[src/rtl/addsub_serial.sv]
// Chunk-serial adder/subtractor with valid/ready request and valid/ack result handshakes.
// Define ADDSUB_SAT_EN to clamp S to the signed range on overflow; otherwise S wraps.
module addsub_serial #(
  parameter int DATA_SIZE = 32,
  parameter int CHUNK     = 8
) (
  input  logic                 clk,
  input  logic                 rst,
  input  logic                 i_valid,
  output logic                 o_ready,
  input  logic [DATA_SIZE-1:0] X,
  input  logic [DATA_SIZE-1:0] Y,
  input  logic                 Cin,
  output logic                 o_valid,
  input  logic                 i_ack,
  output logic [DATA_SIZE-1:0] S,
  output logic                 Co,
  output logic                 V,
  output logic                 Z
);

  // state | meaning
  // IDLE  | waiting for a request, o_ready high
  // CALC  | adding one CHUNK slice per cycle, LSB slice first
  // DONE  | result valid, held until i_ack
  typedef enum logic [1:0] {IDLE, CALC, DONE} state_t;

  localparam int NCHUNK = DATA_SIZE / CHUNK;
  localparam int CW     = (NCHUNK > 1) ? $clog2(NCHUNK) : 1;

  state_t               state_q, state_d;
  logic [DATA_SIZE-1:0] x_q, x_d, y_q, y_d, acc_q, acc_d, s_q, s_d;
  logic                 carry_q, carry_d, x_msb_q, x_msb_d, y_msb_q, y_msb_d;
  logic                 co_q, co_d, v_q, v_d, z_q, z_d;
  logic [CW-1:0]        cnt_q, cnt_d;

  logic [CHUNK:0]       slice_sum;
  logic [DATA_SIZE-1:0] sum_full, s_fin;
  logic                 v_fin, last, accept;

  assign slice_sum = {1'b0, x_q[CHUNK-1:0]} + {1'b0, y_q[CHUNK-1:0]}
                   + {{CHUNK{1'b0}}, carry_q};

  // Slice sums enter at the top of acc and shift down, so after NCHUNK cycles
  // the slices sit in their natural positions.
  generate
    if (NCHUNK > 1) begin : g_multi
      assign sum_full = {slice_sum[CHUNK-1:0], acc_q[DATA_SIZE-1:CHUNK]};
    end else begin : g_single
      assign sum_full = slice_sum[CHUNK-1:0];
    end
  endgenerate

  // Same-sign operands producing an opposite-sign sum is exactly
  // carry-into-MSB xor carry-out-of-MSB.
  assign v_fin = (x_msb_q == y_msb_q) && (sum_full[DATA_SIZE-1] != x_msb_q);
  assign last  = (cnt_q == CW'(NCHUNK - 1));

`ifdef ADDSUB_SAT_EN
  assign s_fin = !v_fin ? sum_full :
                 x_msb_q ? {1'b1, {(DATA_SIZE-1){1'b0}}} : {1'b0, {(DATA_SIZE-1){1'b1}}};
`else
  assign s_fin = sum_full;
`endif

  always_ff @(posedge clk or posedge rst) begin
    if (rst) begin
      state_q <= IDLE;
      x_q     <= '0;
      y_q     <= '0;
      acc_q   <= '0;
      s_q     <= '0;
      carry_q <= 1'b0;
      x_msb_q <= 1'b0;
      y_msb_q <= 1'b0;
      co_q    <= 1'b0;
      v_q     <= 1'b0;
      z_q     <= 1'b0;
      cnt_q   <= '0;
    end else begin
      state_q <= state_d;
      x_q     <= x_d;
      y_q     <= y_d;
      acc_q   <= acc_d;
      s_q     <= s_d;
      carry_q <= carry_d;
      x_msb_q <= x_msb_d;
      y_msb_q <= y_msb_d;
      co_q    <= co_d;
      v_q     <= v_d;
      z_q     <= z_d;
      cnt_q   <= cnt_d;
    end
  end

  always_comb begin
    state_d = state_q;
    x_d     = x_q;
    y_d     = y_q;
    acc_d   = acc_q;
    s_d     = s_q;
    carry_d = carry_q;
    x_msb_d = x_msb_q;
    y_msb_d = y_msb_q;
    co_d    = co_q;
    v_d     = v_q;
    z_d     = z_q;
    cnt_d   = cnt_q;
    o_ready = 1'b0;
    o_valid = 1'b0;
    accept  = 1'b0;

    case (state_q)
      IDLE: begin
        o_ready = 1'b1;
        accept  = i_valid;
      end
      CALC: begin
        x_d     = x_q >> CHUNK;
        y_d     = y_q >> CHUNK;
        acc_d   = sum_full;
        carry_d = slice_sum[CHUNK];
        cnt_d   = cnt_q + CW'(1);
        if (last) begin
          state_d = DONE;
          s_d     = s_fin;
          co_d    = slice_sum[CHUNK];
          v_d     = v_fin;
          z_d     = (s_fin == '0);
        end
      end
      DONE: begin
        o_valid = 1'b1;
        if (i_ack) begin
          o_ready = 1'b1;
          state_d = IDLE;
          accept  = i_valid;
        end
      end
      default: state_d = IDLE;
    endcase

    // Accepting from DONE+ack overrides the return to IDLE, so there is no bubble.
    if (accept) begin
      state_d = CALC;
      x_d     = X;
      y_d     = Y ^ {DATA_SIZE{Cin}};
      carry_d = Cin;
      cnt_d   = '0;
      x_msb_d = X[DATA_SIZE-1];
      y_msb_d = Y[DATA_SIZE-1] ^ Cin;
    end
  end

  assign S  = s_q;
  assign Co = co_q;
  assign V  = v_q;
  assign Z  = z_q;

endmodule

[config.mk]
export PLATFORM = sky130hd
export DESIGN_NAME = addsub_serial
export DESIGN_NICKNAME = d
export VERILOG_FILES = /design/src/rtl/addsub_serial.sv
export SDC_FILE = /design/constraint.sdc
export NUM_CORES = 1
export LEC_CHECK = 0
export BUFFER_PORTS_ARGS = -buffer_cell sky130_fd_sc_hd__buf_2
export CORE_MARGIN = 2
export CORE_UTILIZATION = 55
export CTS_BUF_LIST = sky130_fd_sc_hd__clkbuf_4 sky130_fd_sc_hd__clkbuf_8
export CTS_CLUSTER_DIAMETER = 150
export DETAILED_ROUTE_END_ITERATION = 7
export HOLD_SLACK_MARGIN = 0.12
export MAX_ROUTING_LAYER = met4
export PLACE_DENSITY = 0.75
export SYNTH_ARGS = -nofsm -noshare
export SYNTH_HDL_FRONTEND = slang
export SYNTH_SLANG_ARGS = --single-unit
[constraint.sdc]
create_clock -name clk -period 5.38 [get_ports clk]
set_input_delay 0.807 -clock clk [delete_from_list [all_inputs] [get_ports clk]]
set_output_delay 0.807 -clock clk [all_outputs]
set_load 0.02 [all_outputs]
==> results of run 1 <==
==> Yosys cell counts, types with 3 or more instances <==
library cell,number,area (sq um)
a21oi_1,4,20.0
a221o_1,25,250
a22oi_1,25,188
buf_1,4,15.0
clkbuf_1,33,124
dfrtp_1,130,3250
ha_1,8,100
nand2_1,218,818
nand3_1,9,45.0
nor2_1,33,124
nor2b_1,3,18.8
nor4_1,6,37.5
o21ai_0,34,170
xnor2_1,33,289
xor2_1,4,35.0
==> path summary, 6_finish.rpt <==
kind,start,end,slack [ns],cells after the start
max reg2reg,state_q[0],V,2.62,5
min in group asynchronous,rst,x_q[11],0.63,2
min,S[6],S[6],0.47,2
min reg2reg,S[6],S[6],0.47,2
max in group asynchronous,rst,y_q[4],3.65,3
max,state_q[0],V,2.62,5
==> metal layers <==
layer  wire [microns]  track usage  vias to the layer above
li1                 -            -                     2198
met1             5310        0.317                     2168
met2             6030        0.384                      149
met3              676       0.0570                       17
met4              199       0.0677                        0
met5                0            -                        -
==> flip-flops by register name, summed over array words and instances, names as in the netlist <==
register and count:
Z 1, x_msb_q 1, V 1, y_q 32, carry_q 1, acc_q 24
Co 1, cnt_q 2, x_q 32, y_msb_q 1, S 32, state_q 2
==> cell type report <==
| type | count | area, sq um | area share |
|---|---|---|---|
| repair buffers | 110 | 563 | 0.0833 |
| multi-input cells | 429 | 2350 | 0.347 |
| well taps | 136 | 170 | 0.0252 |
| clock inverters | 14 | 181 | 0.0268 |
| inverters | 1 | 6.26 | 0.000925 |
| clock buffers | 18 | 241 | 0.0357 |
| flip-flops and latches | 130 | 3250 | 0.481 |
==> metrics by stage <==
stage	hold WS [ns]	utilization	cells	setup WS, ns	instance area [sq um]
floorplan	0.446	-	597	1.10	5720
global placement	0.453	0.620	806	2.70	6340
CTS	0.477	0.661	838	2.59	6760
global route	0.488	0.661	838	2.30	6760
detailed placement	0.459	0.620	806	2.60	6340
finish	0.474	0.661	838	2.62	6760
==> logic make-up (layout without fill, tap and decap cells) <==
kind of cell    after synthesis  count (layout)
compound gates              100             100
simple gates                282             282
xor+xnor                     37              37
flops                       130             130
buf+inv                      38             143
fa+ha+maj                    10              10
==> worst reg2reg max path, stage by stage, from the launching register on <==
cell     delay (ns)
dfrtp_1        0.46
nor2b_4        0.58
buf_4          0.54
and2_1         0.80
nor2_1         0.10
a31oi_1        0.19
==> power by group <==
group | total [mW] | internal, mW | switching [mW]
logic | 1.77 | 0.670 | 1.10
registers | 1.74 | 1.42 | 0.322
clock network | 0.866 | 0.471 | 0.395
==> impl_metrics.py, run 1 <==
metrics = {
    "route": {
        "drt-total-wl_mm": 12.2,
        "ant_nets": 0,
        "num_vias": 4532,
        "drt-wirelength-per-cell_microns": 14.6,
        "first_pass_iters": 4,
        "post_drt_via_cell_ratio": 5.41,
        "drt_iter0_markers": 198,
        "drc_errors": 0,
    },
    "synthesis": {
        "synth_edf_count": 0,
        "synth_compound_area_frac": 0.126,
        "yosys_warnings": 0,
        "synthDistinctLibCells": 38,
        "synth_top_family_by_area": "simple AND/OR/NAND/NOR gates",
        "muxShareOfSynthArea": 0,
        "syn-num-nets": 676,
        "synth_fa_ha_area_frac": 0.0245,
        "netlist_area_sq_mm": 0.00572,
        "synthesis.instances": 597,
        "syn_area_per_cell_sq_um": 9.58,
        "async_flop_share": 1.00,
        "yosys_most_used_dff": "dfrtp_1",
        "ys_ff_latch": 130,
        "yosys.area_share.simple": 0.199,
        "synth-xor-area-share": 0.0566,
        "synth-seq-area-share": 0.569,
    },
    "clock_tree": {
        "htree_levels": 4,
        "cts_setup_buffers": 0,
        "cts_tree": "yes",
        "worstSkewPairLatency_ns": 0.43,
        "post_cts_resized": 0,
        "cts_made_buffers": 17,
        "clk_pin_slew_ns": 0.08,
        "postCtsHoldBufs": 0,
        "clock-sinks": 130,
        "cts_root_buf": "clkbuf_8",
        "clockBufferDepth": 2,
    },
    "finish": {
        "most-common-layout-cells": "nand2_1, dfrtp_1, buf_2",
        "final_common_cell": "nand2_1",
        "drive_above_1_share": 0.212,
        "diodes": 0,
        "layout.nets": 768,
        "syn_to_final_growth_pct": 18.2,
        "fillers": 858,
    },
    "floorplanning": {
        "die_w_microns": 106,
        "start_util": 0.559,
        "die_h_microns": 106,
        "ioPinCount": 106,
        "core_sq_mm": 0.0102,
        "row_count": 37,
        "die-area_sq_mm": 0.0112,
    },
    "grt": {
        "grt_start_max_net_pins": 92,
        "overflow": 0,
        "first_global_vias": 4318,
        "antenna_found_initial": 0,
        "grt_usage": 0.242,
        "grt_pass1_wl_mm": 20.9,
    },
    "power": {
        "peakVddDrop_v": 0.000251,
        "power.leakage_nw": 3.44,
        "finalPower_mw": 4.38,
        "power_density_mw_per_mm2": 648,
    },
    "sta": {
        "finalClockSkew_ns": 0.0131,
        "slew_headroom": 0.178,
        "totalNegativeSetupSlack_ns": 0,
        "worst_slew_pin_slew_ns": 1.23,
        "hold_viol": 0,
        "period_share": 0.513,
        "fin_crit_ns": 2.76,
        "grt_setup_unrepaired": "no",
        "setup_viol": 0,
        "timing.fmax_ghz": 0.363,
        "slew_violations": 0,
    },
    "run_status": {
        "outcome": "finished, final reports clean",
    },
    "hold_path": {
        "hold_path.class": "register to register",
    },
    "worst_setup_path": {
        "path_buf_inv": 1,
        "critPathRequiredTime_ns": 5.71,
        "path_delay_family": "simple AND/OR/NAND/NOR gates",
        "cp-end-kind": "register",
        "crit_path_top_delay_cell": "and2_1",
        "worstPathCellList": "nor2b_4 > buf_4 > and2_1 > nor2_1 > a31oi_1",
        "cp.arrival_ns": 3.09,
        "path_max_fanout": 46,
        "crit_type": "register to register",
        "start_kind": "register",
        "critPathMaxStageDelay_ns": 0.79,
    },
    "job": {
        "maxCapViolCount": 0,
    },
    "placement": {
        "dpl.hpwl_mm": 8.28,
        "numPortBuffers": 105,
        "routabilityCongestion": 0.842,
    },
}
Note: power is estimated with default switching activity, not from simulation.
==> run 2: changes to the inputs <==
--- a/config.mk
+++ b/config.mk
@@ -5,6 +5,7 @@
 export SDC_FILE = /design/constraint.sdc
 export NUM_CORES = 1
 export LEC_CHECK = 0
+export ABC_AREA = 1
 export BUFFER_PORTS_ARGS = -buffer_cell sky130_fd_sc_hd__buf_2
 export CORE_MARGIN = 2
 export CORE_UTILIZATION = 55
==> constraint.sdc (replaced) <==
create_clock -name clk -period 2.55 [get_ports clk]
set_input_delay 0.3825 -clock clk [delete_from_list [all_inputs] [get_ports clk]]
set_output_delay 0.3825 -clock clk [all_outputs]
set_load 0.02 [all_outputs]
==> run 2 against run 1 <==
Net effect: synthesized cell count up 7.0%; largest cell class unchanged; area after synthesis up 3.3%; first-iteration DRC count up 51%; largest power group unchanged.
==> impl_metrics.py, run 2 <==
metrics = {
    "synthesis": {
        "yosysMostFrequentCell": "nand2_1",
        "ys_top_cells_by_count": "nand2_1, dfrtp_1, inv_1",
        "yosys_warnings": 0,
        "synthDistinctLibCells": 35,
        "syn_area_per_cell_sq_um": 9.24,
        "yosysTopAreaCell": "dfrtp_1",
        "yosysTopAreaCellShare": 0.551,
        "ys_ff_latch": 130,
        "synthesis.instances": 639,
        "async_flop_share": 1.00,
        "synth-seq-area-share": 0.551,
        "syn-num-nets": 718,
        "netlist_area_sq_mm": 0.00591,
        "ys_top_cells_by_area": "dfrtp_1, nand2_1, inv_1",
        "yosys_most_used_dff": "dfrtp_1",
        "synth_edf_count": 0,
    },
    "sta": {
        "totalNegativeSetupSlack_ns": 0,
        "period_share": 0.826,
        "setup_viol": 0,
        "slew_headroom": 0.460,
        "timing.fmax_ghz": 0.475,
        "finalClockSkew_ns": 0.00864,
        "slew_violations": 0,
        "whs_ns": 0.153,
        "grt_setup_unrepaired": "no",
        "worst_slew_pin_slew_ns": 0.810,
        "hold_viol": 0,
        "fin_crit_ns": 2.11,
    },
    "job": {
        "maxCapViolCount": 0,
    },
    "grt": {
        "grt_usage": 0.247,
        "first_global_vias": 4455,
        "antenna_found_initial": 0,
        "grt_start_max_net_pins": 75,
        "overflow": 0,
        "grt_pass1_wl_mm": 21.4,
    },
    "worst_setup_path": {
        "crit_type": "register to register",
        "path_max_fanout": 3,
        "start_kind": "register",
        "critPathRequiredTime_ns": 2.92,
        "cp-end-kind": "register",
        "cp.arrival_ns": 2.47,
    },
    "route": {
        "post_drt_via_cell_ratio": 5.28,
        "drc_errors": 0,
        "ant_nets": 0,
        "drt-total-wl_mm": 12.9,
        "drt_iter0_markers": 299,
        "num_vias": 4682,
        "drt-wirelength-per-cell_microns": 14.5,
        "first_pass_iters": 5,
    },
    "clock_tree": {
        "cts_root_buf": "clkbuf_8",
        "clockBufferDepth": 2,
        "cts_made_buffers": 17,
        "clock-sinks": 130,
        "cts_tree": "yes",
        "htree_levels": 4,
        "worstSkewPairLatency_ns": 0.43,
        "clk_pin_slew_ns": 0.07,
        "post_cts_resized": 0,
    },
    "placement": {
        "dpl.hpwl_mm": 8.83,
        "numPortBuffers": 105,
        "placed_area_sq_mm": 0.00650,
        "routabilityCongestion": 0.854,
    },
    "finish": {
        "fillers": 876,
        "syn_to_final_growth_pct": 17.3,
        "layout.nets": 817,
        "final_area_sq_mm": 0.00693,
        "diodes": 0,
        "final_common_cell": "nand2_1",
        "drive_above_1_share": 0.212,
        "most-common-layout-cells": "nand2_1, dfrtp_1, buf_2",
    },
    "power": {
        "power_density_mw_per_mm2": 1360,
        "power.leakage_nw": 3.49,
        "peakVddDrop_v": 0.000664,
    },
    "hold_path": {
        "hold_path.class": "input port to register",
    },
    "floorplanning": {
        "die_w_microns": 108,
        "die_h_microns": 108,
        "core_sq_mm": 0.0104,
        "die-area_sq_mm": 0.0116,
        "ioPinCount": 106,
        "row_count": 37,
        "start_util": 0.570,
    },
    "run_status": {
        "outcome": "finished, final reports clean",
    },
}
run 2: changes by cell type in the layout (fill, tap and decap cells not counted), sizes merged, moves of 6 or more:
| cell | delta |
|---|---|
| a221o | -25 |
| nand2 | -40 |
| o221ai | +32 |
| inv | +79 |
| o21ai | +33 |
| a22oi | -16 |
| o211ai | +7 |
| nor4 | -6 |
| o32ai | +7 |
| xnor2 | -14 |
run 2: metrics by stage:
| stage | std cells | utilization | total power [mW] | setup slack (ns) |
|---|---|---|---|---|
| 2_1_floorplan | 639 | - | 6.54 | 0.558 |
| 3_5_place_dp | 854 | 0.627 | 7.59 | 0.463 |
| 6_report | 887 | 0.668 | 9.39 | 0.444 |
| 5_1_grt | 887 | 0.668 | 10.2 | 0.233 |
| 4_1_cts | 887 | 0.668 | 9.45 | 0.440 |
| 3_3_place_gp | 854 | 0.627 | 7.44 | 0.506 |
run 2: final cells by class:
type	instances	area [sq um]	area share
Inverter	84	322	0.0464
Multi-Input combinational cell	391	2140	0.309
Sequential cell	130	3250	0.469
Tap cell	136	170	0.0246
Timing Repair Buffer	114	621	0.0896
Clock inverter	9	130	0.0188
Clock buffer	23	292	0.0421
run 2: kinds of logic after synthesis:
family / synth area share
flops: 0.551
fa+ha+maj: 0.0237
compound gates: 0.150
simple gates: 0.148
xor+xnor: 0.0415
buf+inv: 0.0866
run 2: per-layer routing:
layer	global-route usage	vias up	wire (microns)
met4	0.0778	0	131
met1	0.311	2255	5530
met5	-	-	0
met3	0.0496	11	692
met2	0.405	134	6550
li1	-	2282	-
run 2: worst max-delay path: stages, from the launching register on:
cell and delay (ns):
dfrtp_1 0.40, fa_1 0.47, fa_1 0.43, xnor2_1 0.25, nand2_1 0.08, nor2_1 0.11, nand3_1 0.08, nor2_1 0.09
nand3_1 0.07, nand2_1 0.08
run 2: worst paths after layout:
check	from	endpoint	slack [ns]	depth (start not counted)
min	X[24]	x_q[24]	0.15	3
min reg2reg	S[4]	S[4]	0.47	2
max reg2reg	x_q[0]	Z	0.44	9
max in group asynchronous	rst	acc_q[24]	1.42	4
min in group asynchronous	rst	S[2]	0.46	3
max	x_q[0]	Z	0.44	9
run 2: where the power goes:
part           switching, mW  total, mW  internal (mW)
logic                   2.68       4.05           1.37
clock network          0.769       1.83           1.06
registers              0.500       3.52           3.02
run 2: timing repair:
item,in CTS,in global routing
hold endpoints to repair,10,0
hold buffers,1,0
setup endpoints to repair,0,0
buffers inserted,0,0
